### src/rtl/fc_pkg.sv
// Shared types for the fully-connected accumulate/write path: fixed-point widths,
// FSM encoding and the round-toward-minus-infinity saturating narrowing helper.
package fc_pkg;

    localparam int unsigned FC_DW    = 16;
    localparam int unsigned FC_FRAC  = 8;
    localparam int unsigned FC_ACC_W = 40;

    typedef logic signed [FC_DW-1:0]    act_t;
    typedef logic signed [2*FC_DW-1:0]  prod_t;
    typedef logic signed [FC_ACC_W-1:0] acc_t;

    typedef enum logic [1:0] {
        IDLE,
        ACCUM,
        WRITE
    } fsm_e;

    localparam act_t ACT_MAX = {1'b0, {(FC_DW-1){1'b1}}};
    localparam act_t ACT_MIN = {1'b1, {(FC_DW-1){1'b0}}};

    // Drops FRAC bits with an arithmetic shift (floor), then clamps to the act_t range.
    function automatic act_t sat_shift(input acc_t a);
        acc_t s;
        s = a >>> FC_FRAC;
        if (s > acc_t'(ACT_MAX)) begin
            return ACT_MAX;
        end
        if (s < acc_t'(ACT_MIN)) begin
            return ACT_MIN;
        end
        return act_t'(s);
    endfunction

endpackage

### src/rtl/fc_acc_lane.sv
// One MAC output lane: accumulates products, folds in the aligned bias on the
// closing beat and presents the narrowed, saturated result.
module fc_acc_lane
    import fc_pkg::*;
(
    input  logic  clk,
    input  logic  rst_n,
    input  logic  beat_i,
    input  logic  first_i,
    input  logic  bias_en_i,
    input  prod_t psum_i,
    input  act_t  bias_i,
    output act_t  data_o
);

    acc_t acc_q;
    acc_t acc_d;
    acc_t base;
    acc_t bias_ext;

    // A first beat restarts from zero, so the same adder serves load and accumulate.
    always_comb begin
        base     = first_i ? '0 : acc_q;
        bias_ext = bias_en_i ? (acc_t'(bias_i) <<< FC_FRAC) : '0;
        acc_d    = acc_q;
        if (beat_i) begin
            acc_d = base + acc_t'(psum_i) + bias_ext;
        end
    end

    always_ff @(posedge clk or negedge rst_n) begin
        if (!rst_n) begin
            acc_q <= '0;
        end else begin
            acc_q <= acc_d;
        end
    end

    assign data_o = sat_shift(acc_q);

endmodule

### src/rtl/fc_accum_writer.sv
// Consumer of the fc_scheduler product stream: counts beats per neuron group, closes
// each group with its bias and writes one N_KERNELS-wide output vector per group.
module fc_accum_writer
    import fc_pkg::*;
#(
    parameter int unsigned N_KERNELS = 8,
    parameter int unsigned FAN_IN    = 784,
    parameter int unsigned N_GROUPS  = 8,
    parameter int unsigned OUT_ADDR  = 3,
    parameter int unsigned DW        = FC_DW,
    parameter int unsigned FRAC      = FC_FRAC,
    parameter int unsigned ACC_W     = FC_ACC_W
) (
    input  logic                      clk,
    input  logic                      rst,
    input  logic                      forward,
    input  logic                      valid_i,
    input  logic                      has_bias,
    input  logic [N_KERNELS*2*DW-1:0] psum_i,
    input  logic [N_KERNELS*DW-1:0]   bias_i,
    output logic                      wr_en,
    output logic [OUT_ADDR-1:0]       wr_addr,
    output logic [N_KERNELS*DW-1:0]   wr_data,
    output logic                      busy,
    output logic                      done,
    output logic                      seq_err
);

    localparam int unsigned BCW = (FAN_IN > 1) ? $clog2(FAN_IN) : 1;
    localparam logic [BCW-1:0]      LAST_BEAT = BCW'(FAN_IN - 1);
    localparam logic [OUT_ADDR-1:0] LAST_GRP  = OUT_ADDR'(N_GROUPS - 1);

    if (DW != FC_DW || FRAC != FC_FRAC || ACC_W != FC_ACC_W || (1 << OUT_ADDR) < N_GROUPS) begin : g_bad_cfg
        $error("fc_accum_writer: DW/FRAC/ACC_W must match fc_pkg and OUT_ADDR must cover N_GROUPS");
    end

    fsm_e                state_q, state_d;
    logic [BCW-1:0]      beat_cnt_q, beat_cnt_d;
    logic [OUT_ADDR-1:0] grp_cnt_q, grp_cnt_d;
    logic                busy_q, busy_d;
    logic                seq_err_q, seq_err_d;

    logic           accept;
    logic [BCW-1:0] beat_idx;
    logic           is_last_idx;
    logic           last_beat;
    logic           first_beat;
    logic           bias_en;
    logic           grp_last;
    act_t           lane_data [N_KERNELS];

    // Outside ACCUM the incoming beat is always beat 0 of a fresh group (this covers
    // the beat accepted during WRITE that keeps back-to-back groups bubble-free).
    always_comb begin
        accept      = valid_i & forward;
        beat_idx    = (state_q == ACCUM) ? beat_cnt_q : '0;
        is_last_idx = (beat_idx == LAST_BEAT);
        last_beat   = accept & is_last_idx;
        first_beat  = (state_q != ACCUM);
        bias_en     = last_beat & has_bias;
        grp_last    = (grp_cnt_q == LAST_GRP);
    end

    always_comb begin
        state_d    = state_q;
        beat_cnt_d = beat_cnt_q;
        grp_cnt_d  = grp_cnt_q;
        busy_d     = busy_q;
        seq_err_d  = seq_err_q;

        unique case (state_q)
            IDLE: begin
                if (accept) begin
                    state_d = last_beat ? WRITE : ACCUM;
                end
            end
            ACCUM: begin
                if (last_beat) begin
                    state_d = WRITE;
                end
            end
            WRITE: begin
                grp_cnt_d = grp_last ? '0 : grp_cnt_q + OUT_ADDR'(1);
                if (accept) begin
                    state_d = last_beat ? WRITE : ACCUM;
                end else begin
                    state_d = IDLE;
                end
            end
            default: state_d = IDLE;
        endcase

        if (accept) begin
            beat_cnt_d = last_beat ? '0 : beat_idx + BCW'(1);
        end

        if (accept) begin
            busy_d = 1'b1;
        end else if (state_q == WRITE && grp_last) begin
            busy_d = 1'b0;
        end

        if (accept && (has_bias != is_last_idx)) begin
            seq_err_d = 1'b1;
        end
    end

    always_ff @(posedge clk or negedge rst) begin
        if (!rst) begin
            state_q    <= IDLE;
            beat_cnt_q <= '0;
            grp_cnt_q  <= '0;
            busy_q     <= 1'b0;
            seq_err_q  <= 1'b0;
        end else begin
            state_q    <= state_d;
            beat_cnt_q <= beat_cnt_d;
            grp_cnt_q  <= grp_cnt_d;
            busy_q     <= busy_d;
            seq_err_q  <= seq_err_d;
        end
    end

    for (genvar k = 0; k < N_KERNELS; k++) begin : g_lane
        fc_acc_lane u_lane (
            .clk       (clk),
            .rst_n     (rst),
            .beat_i    (accept),
            .first_i   (first_beat),
            .bias_en_i (bias_en),
            .psum_i    (psum_i[k*2*DW +: 2*DW]),
            .bias_i    (bias_i[k*DW +: DW]),
            .data_o    (lane_data[k])
        );
    end

    always_comb begin
        wr_en   = 1'b0;
        wr_addr = '0;
        wr_data = '0;
        done    = 1'b0;
        if (state_q == WRITE) begin
            wr_en   = 1'b1;
            wr_addr = grp_cnt_q;
            done    = grp_last;
            for (int unsigned k = 0; k < N_KERNELS; k++) begin
                wr_data[k*DW +: DW] = lane_data[k];
            end
        end
    end

    assign busy    = busy_q;
    assign seq_err = seq_err_q;

endmodule

### config.mk
export PLATFORM = sky130hd
export DESIGN_NAME = fc_accum_writer
export DESIGN_NICKNAME = d
export VERILOG_FILES = /design/src/rtl/fc_pkg.sv /design/src/rtl/fc_acc_lane.sv /design/src/rtl/fc_accum_writer.sv
export SDC_FILE = /design/constraint.sdc
export NUM_CORES = 2
export LEC_CHECK = 0
export CAP_MARGIN = 20
export CORE_MARGIN = 2
export CORE_UTILIZATION = 55
export CTS_BUF_LIST = sky130_fd_sc_hd__clkbuf_8 sky130_fd_sc_hd__clkbuf_16
export DETAILED_ROUTE_END_ITERATION = 7
export HOLD_SLACK_MARGIN = 0.05
export PLACE_DENSITY = 0.92
export SLEW_MARGIN = 30
export SYNTH_ARGS = -nofsm -noshare
export SYNTH_HDL_FRONTEND = slang
export SYNTH_SLANG_ARGS = --single-unit
export TNS_END_PERCENT = 30
### constraint.sdc
create_clock -name clk -period 8.51 [get_ports clk]
set_input_delay 1.2765 -clock clk [delete_from_list [all_inputs] [get_ports clk]]
set_output_delay 1.2765 -clock clk [all_outputs]
set_load 0.01 [all_outputs]
; ---- Word-level counts from Yosys, hierarchy flattened
; Index checks and enable logic that the tools add are counted.
[op_classes]
n_reduce_logical = 5
order_cmp = 16
addsub = 18
n_eq_ne = 8
mux = 86
bitwise = 3
[ops]
columns = operator, count
row1 = $mux W40, 16
row2 = $mux W16, 32
row3 = $add A40 B32 Y40, 8
row4 = $add A40 B40 Y40, 8
row5 = $gt A32 B16 Y1 const B, 8
row6 = $lt A32 B16 Y1 const B, 8
row7 = $mux W128, 1
row8 = $mux W1, 28
row9 = $mux W10, 2
row10 = $add A10 B1 Y10 const B, 1
row11 = $eq A10 B10 Y1 const B, 1
row12 = $mux W2, 4
row13 = $mux W3, 2
row14 = $pmux W2 S3, 1
row15 = $ne A2 B2 Y1 const B, 2
row16 = $add A3 B1 Y3 const B, 1
row17 = $and A1 B1 Y1, 3
row18 = $eq A3 B3 Y1 const B, 1
row19 = $eq A2 B1 Y1 const B, 1
row20 = $eq A2 B2 Y1 const B, 1
row21 = $logic_and A1 B1 Y1, 2
row22 = $logic_not A2 Y1, 1
row23 = $ne A2 B1 Y1 const B, 1
row24 = $reduce_and A2 Y1, 1
row25 = 2 further kinds, 2
[totals]
regBits = 337
output_inout_bits = 135

; ---- Logic depth before layout (Yosys ltp)
[logic_depth]
depth_word = 7
depth_mapped = 27
depth_no_buf = 21

; ---- By module
; A second synthesis with hierarchy kept.
[hier_totals]
cells_unflattened = 4916
hier_area_um2 = 42587.1
[by_module_without_submodules]
columns = mod, seq_area_each_um2, area_each_um2, n_inst, cells_each
row1 = fc_acc_lane (g_lane[3].u_lane ...), 1001.0, 5018.6, 4, 580
row2 = fc_acc_lane (g_lane[0].u_lane ...), 1001.0, 5158.7, 3, 594
row3 = fc_acc_lane (g_lane[7].u_lane), 1001.0, 5213.8, 1, 578
row4 = fc_accum_writer, 425.4, 1823.0, 1, 236

; ---- Worst setup path before layout
; Ideal clock, no wire load.
[synth_timing]
kind = register to register
startpoint = register state_q[0]
endpoint = register g_lane[4].u_lane.acc_q[39]
required_time_ns = 8.373
setup_time_ns = 0.137
path_buffers = 5
path_stages_with_launch = 26
arrival_time_ns = 6.243
setup_slack_ns = 2.130
cell_sequence = dfrtp_1 -> nor2b_1 -> clkbuf_1 -> clkbuf_1 -> clkbuf_1 -> and2_1 -> ha_1 -> nand2_1 -> or4_4 -> nor3_1 -> clkbuf_1 -> clkbuf_1 -> nand2_1 -> fa_1 -> inv_1 -> ha_1 -> a21o_1 -> or3_1 -> o2111ai_1 -> o211ai_1 -> a221o_1 -> a2111oi_0 -> nor2_1 -> xnor2_1 -> mux2i_1 -> a21oi_1
[synth_between]
elab_chain_cells = 7
elab_cells_between_ends = 10
cone_classes = add/sub: 2 / eq/ne: 3 / mux: 3 / bitwise: 2
[synth_lines]
columns = element, line
row1 = from (decl), fc_accum_writer.sv:37  ; fsm_e state_q, state_d;
row2 = from (signal assigned), fc_accum_writer.sv:116  ; state_q <= state_d;
row3 = "parallel branches: the longest is 6 deep, another holds $add A40 B32 Y40", n/a
row4 = $add A40 B40 Y40 (*), fc_acc_lane.sv:27  ; acc_d = base + acc_t'(psum_i) + bias_ext;
row5 = to (signal assigned), fc_acc_lane.sv:33  ; acc_q <= '0;
row6 = to (signal assigned), fc_acc_lane.sv:35  ; acc_q <= acc_d;
row7 = to (decl), fc_acc_lane.sv:16  ; acc_t acc_q;
; Every way passes the cells marked *.
; A chain may end at the register's enable or synchronous reset.

; ---- Worst setup path after layout
; Ends and elaborated chain as after synthesis.

==> impl_results.md <==
* Outcome: finished clean
* Htree depth at 2
* Pwr Density at 318 nW/um^2
* Max-slew violation count at 0
* Warnings from Yosys at 0
* NumNets Final at 6,149
* FF-to-FF path depth at 20
* CP Launch Type: register
* Max-slew headroom at between 30% and 40%
* Worst r2r dst: g_lane[4].u_lane.acc_q[39]
* Max-capacitance violation count at 0
* Initial core utilization at 55.4%
* Fmax at 0.141 GHz
* Worst slew pin tran at 984 ps
* Final Hold Viols at 0
* Die Ht at 269 um
* EDFF count, synth at 0
* TritonCTS Buffers at 44
* Worst Hold Depth at 2
* Peak VDD IR at 0.221 mV
* Clock skew at 16.2 ps
* Setup Fix Bufs, Post-CTS at 0
* Boundary Pins at 524
* Die width at 269 um
* Routed wire length per instance at 18.4 um
* Endpoints failing setup at 0
* Clock buffer depth at 3
* Leakage Power at between 20 and 25 nW
* Tot Pwr at 0.0147 W
* Dominant cells by area after synthesis: dfrtp_1 22%, ha_1 16%, and2_1 7.3%, fa_1 6.6%, nand2_1 5.7%
* CTS Hold Bufs at 0
* PortBufs at 523
* Antenna-violating nets left at 0
* Post-synthesis async set-or-reset flop share at 100%
* Drt first pass iters at 7
* Clock slew at reported path FFs at around 60 ps
* Clk sinks at 337
* Final cycle utilization of the critical path at 83.5%
* Reg2reg start: state_q[0]
* Setup tns final at 0 ps
* Core Area at 69,800 sq um
* Die area at 72,400 sq um
* Reg-to-reg slack, setup at 1400 ps
* Syn Inst Count at roughly 4,700
* Sequential element share of the synthesized area at between 20% and 30%
* Antenna violations before repair at 10
* Fin crit period at 7110 ps
* Synth top area share at 21.8%
* DRC viols at 0
* Initial DRC Count at 3,098
* TritonCTS clock tree: yes
* Dpl hpwl at 84,400 um
* Clock Root Buffer: clkbuf_16
* Placement row count at 97
* Hold_sp: g_lane[7].u_lane.acc_q[0]
* First-pass GRT wire length at between 150,000 and 200,000 um
* Total number of vias at roughly 37,000
* Crit Path Category: reg2reg
* Distinct cell type count after synthesis at 79
* Crit path DAT at roughly 7500 ps
* Worst-Skew Late Latency at approximately 570 ps
* DR vias/cell at 6.06
* Prevailing post-synth register cell: dfrtp_1
* P&R area growth vs syn at 19.2%
* CTS resizes at 0
* Post-Synthesis Cell Area at ~39,000 sq um
* Synth Register Bits at between 300 and 400
* Post-Layout Cell Count at around 6,000
* Total GRT Usage at 30.2%
* Post-synth top area cell: dfrtp_1
* Cells after DPL at 6,027
* Most used standard cell by instance count after synthesis: nand2_1
* Hold path endpoint: g_lane[7].u_lane.acc_q[0]
* RSZ-0062 raised after global routing: no
* Placed inst area at 44,700 sq um
* Synth top cells by count: 590 x nand2_1, 499 x ha_1, 453 x and2_1
* Mapped Avg Cell Area at between 8 and 9 sq um
* Routability cong. at approximately 0.97
* Post-route cell area at between 40,000 and 50,000 sq um
* Gr ovfl total at 0
* Pin count of the biggest net entering global routing at 128
* Worst EP required at 8940 ps
* WL final at 113,000 um
* Worst setup EP type: register
* Vias in the first global route at 36,200
* Syn_nets at 5,744
* Crit path max fanout at 29
* Hold crit path type: reg2reg
* Share of cells above drive strength 1 at around 2.6%
[sequential cells by signal, summed over array words and instances (netlist names)]
signal / flops
seq_err: 1
busy: 1
g_lane.u_lane.acc_q: 320
beat_cnt_q: 10
state_q: 2
grp_cnt_q: 3
[cell type report]
| type | instances | area, sq um |
|---|---|---|
| diodes | 9 | 22.5 |
| clock buffers | 55 | 1260 |
| clock inverters | 19 | 136 |
| fillers | 5456 | 23700 |
| inverters | 102 | 383 |
| multi-input cells | 4095 | 29200 |
| flip-flops and latches | 337 | 8430 |
| well taps | 940 | 1180 |
| repair buffers | 553 | 5510 |
[cells in the final DEF (no fill, tap or decap), types with 43 or more instances in the layout]
cell type        instances
a21o_1                 243
a21oi_1                297
a31oi_1                 43
and2_1                 452
clkbuf_16               45
clkdlybuf4s50_1        522
dfrtp_1                337
fa_1                   128
ha_1                   499
inv_1                  111
nand2_1                589
nand2b_1                84
nand3_1                 72
nand4_1                 62
nor2_1                 317
o21ai_0                432
o21bai_1                44
xnor2_1                194
xor2_1                 147
[stage by stage]
stage | utilization [%] | hold WS, ps | setup WS [ps]
global route | 66.0 | 496 | 1070
detailed placement | 64.0 | 454 | 1430
global placement | 64.0 | 449 | 1620
floorplan | - | 437 | 2130
finish | 66.0 | 468 | 1400
CTS | 66.0 | 469 | 1420
[layer usage]
metal	wire length [um]	track usage, %	up-vias
li1	-	-	17500
met1	46400	37.6	17700
met5	26	0	-
met4	4780	14.1	4
met2	54300	51.5	1409
met3	7000	4.44	345
[worst max-delay path by stage]
stage	startpoint	endpoint	slack (ps)	cells after the start
5_1_grt	state_q[0]	g_lane[4].u_lane.acc_q[39]	1070	20
2_1_floorplan	state_q[0]	g_lane[4].u_lane.acc_q[39]	2130	25
4_1_cts	state_q[0]	g_lane[4].u_lane.acc_q[39]	1420	20
6_report	state_q[0]	g_lane[4].u_lane.acc_q[39]	1400	20
3_5_place_dp	forward	g_lane[4].u_lane.acc_q[39]	1430	18
3_3_place_gp	forward	g_lane[4].u_lane.acc_q[39]	1620	18
[worst max-delay path, cell delays in order (launching register included)]
cell	delay (ps)
dfrtp_1	400
nor2b_4	620
and2_1	280
ha_1	200
nand2_1	70
or4_4	570
nor3_4	710
nand2_1	570
xnor2_1	860
ha_1	360
ha_1	390
a21o_1	210
a21o_1	180
a21oi_1	140
o21ai_0	110
a31o_2	260
a2111oi_0	360
nor2_1	110
xnor2_1	240
mux2i_1	210
a21oi_1	90
[power breakdown]
group | total, W | internal, W | leakage, nW | switching (W)
Clock | 0.00186 | 0.00110 | 0.730 | 0.000765
Sequential | 0.00301 | 0.00234 | 4.15 | 0.000669
Combinational | 0.00980 | 0.00428 | 17.4 | 0.00552
[cells by family after synthesis]
kind of cell / Yosys count / synth area share, %
and+or+nand+nor: 1793 / 23.1
AOI/OAI and AO/OA: 1319 / 21.2
adders and majority gates: 627 / 22.8
xor gates and xnor gates: 341 / 7.73
DFF: 337 / 21.8
buffers and inverters: 296 / 2.90
muxes: 15 / 0.401
No activity file was read; power rests on OpenSTA's default activity.
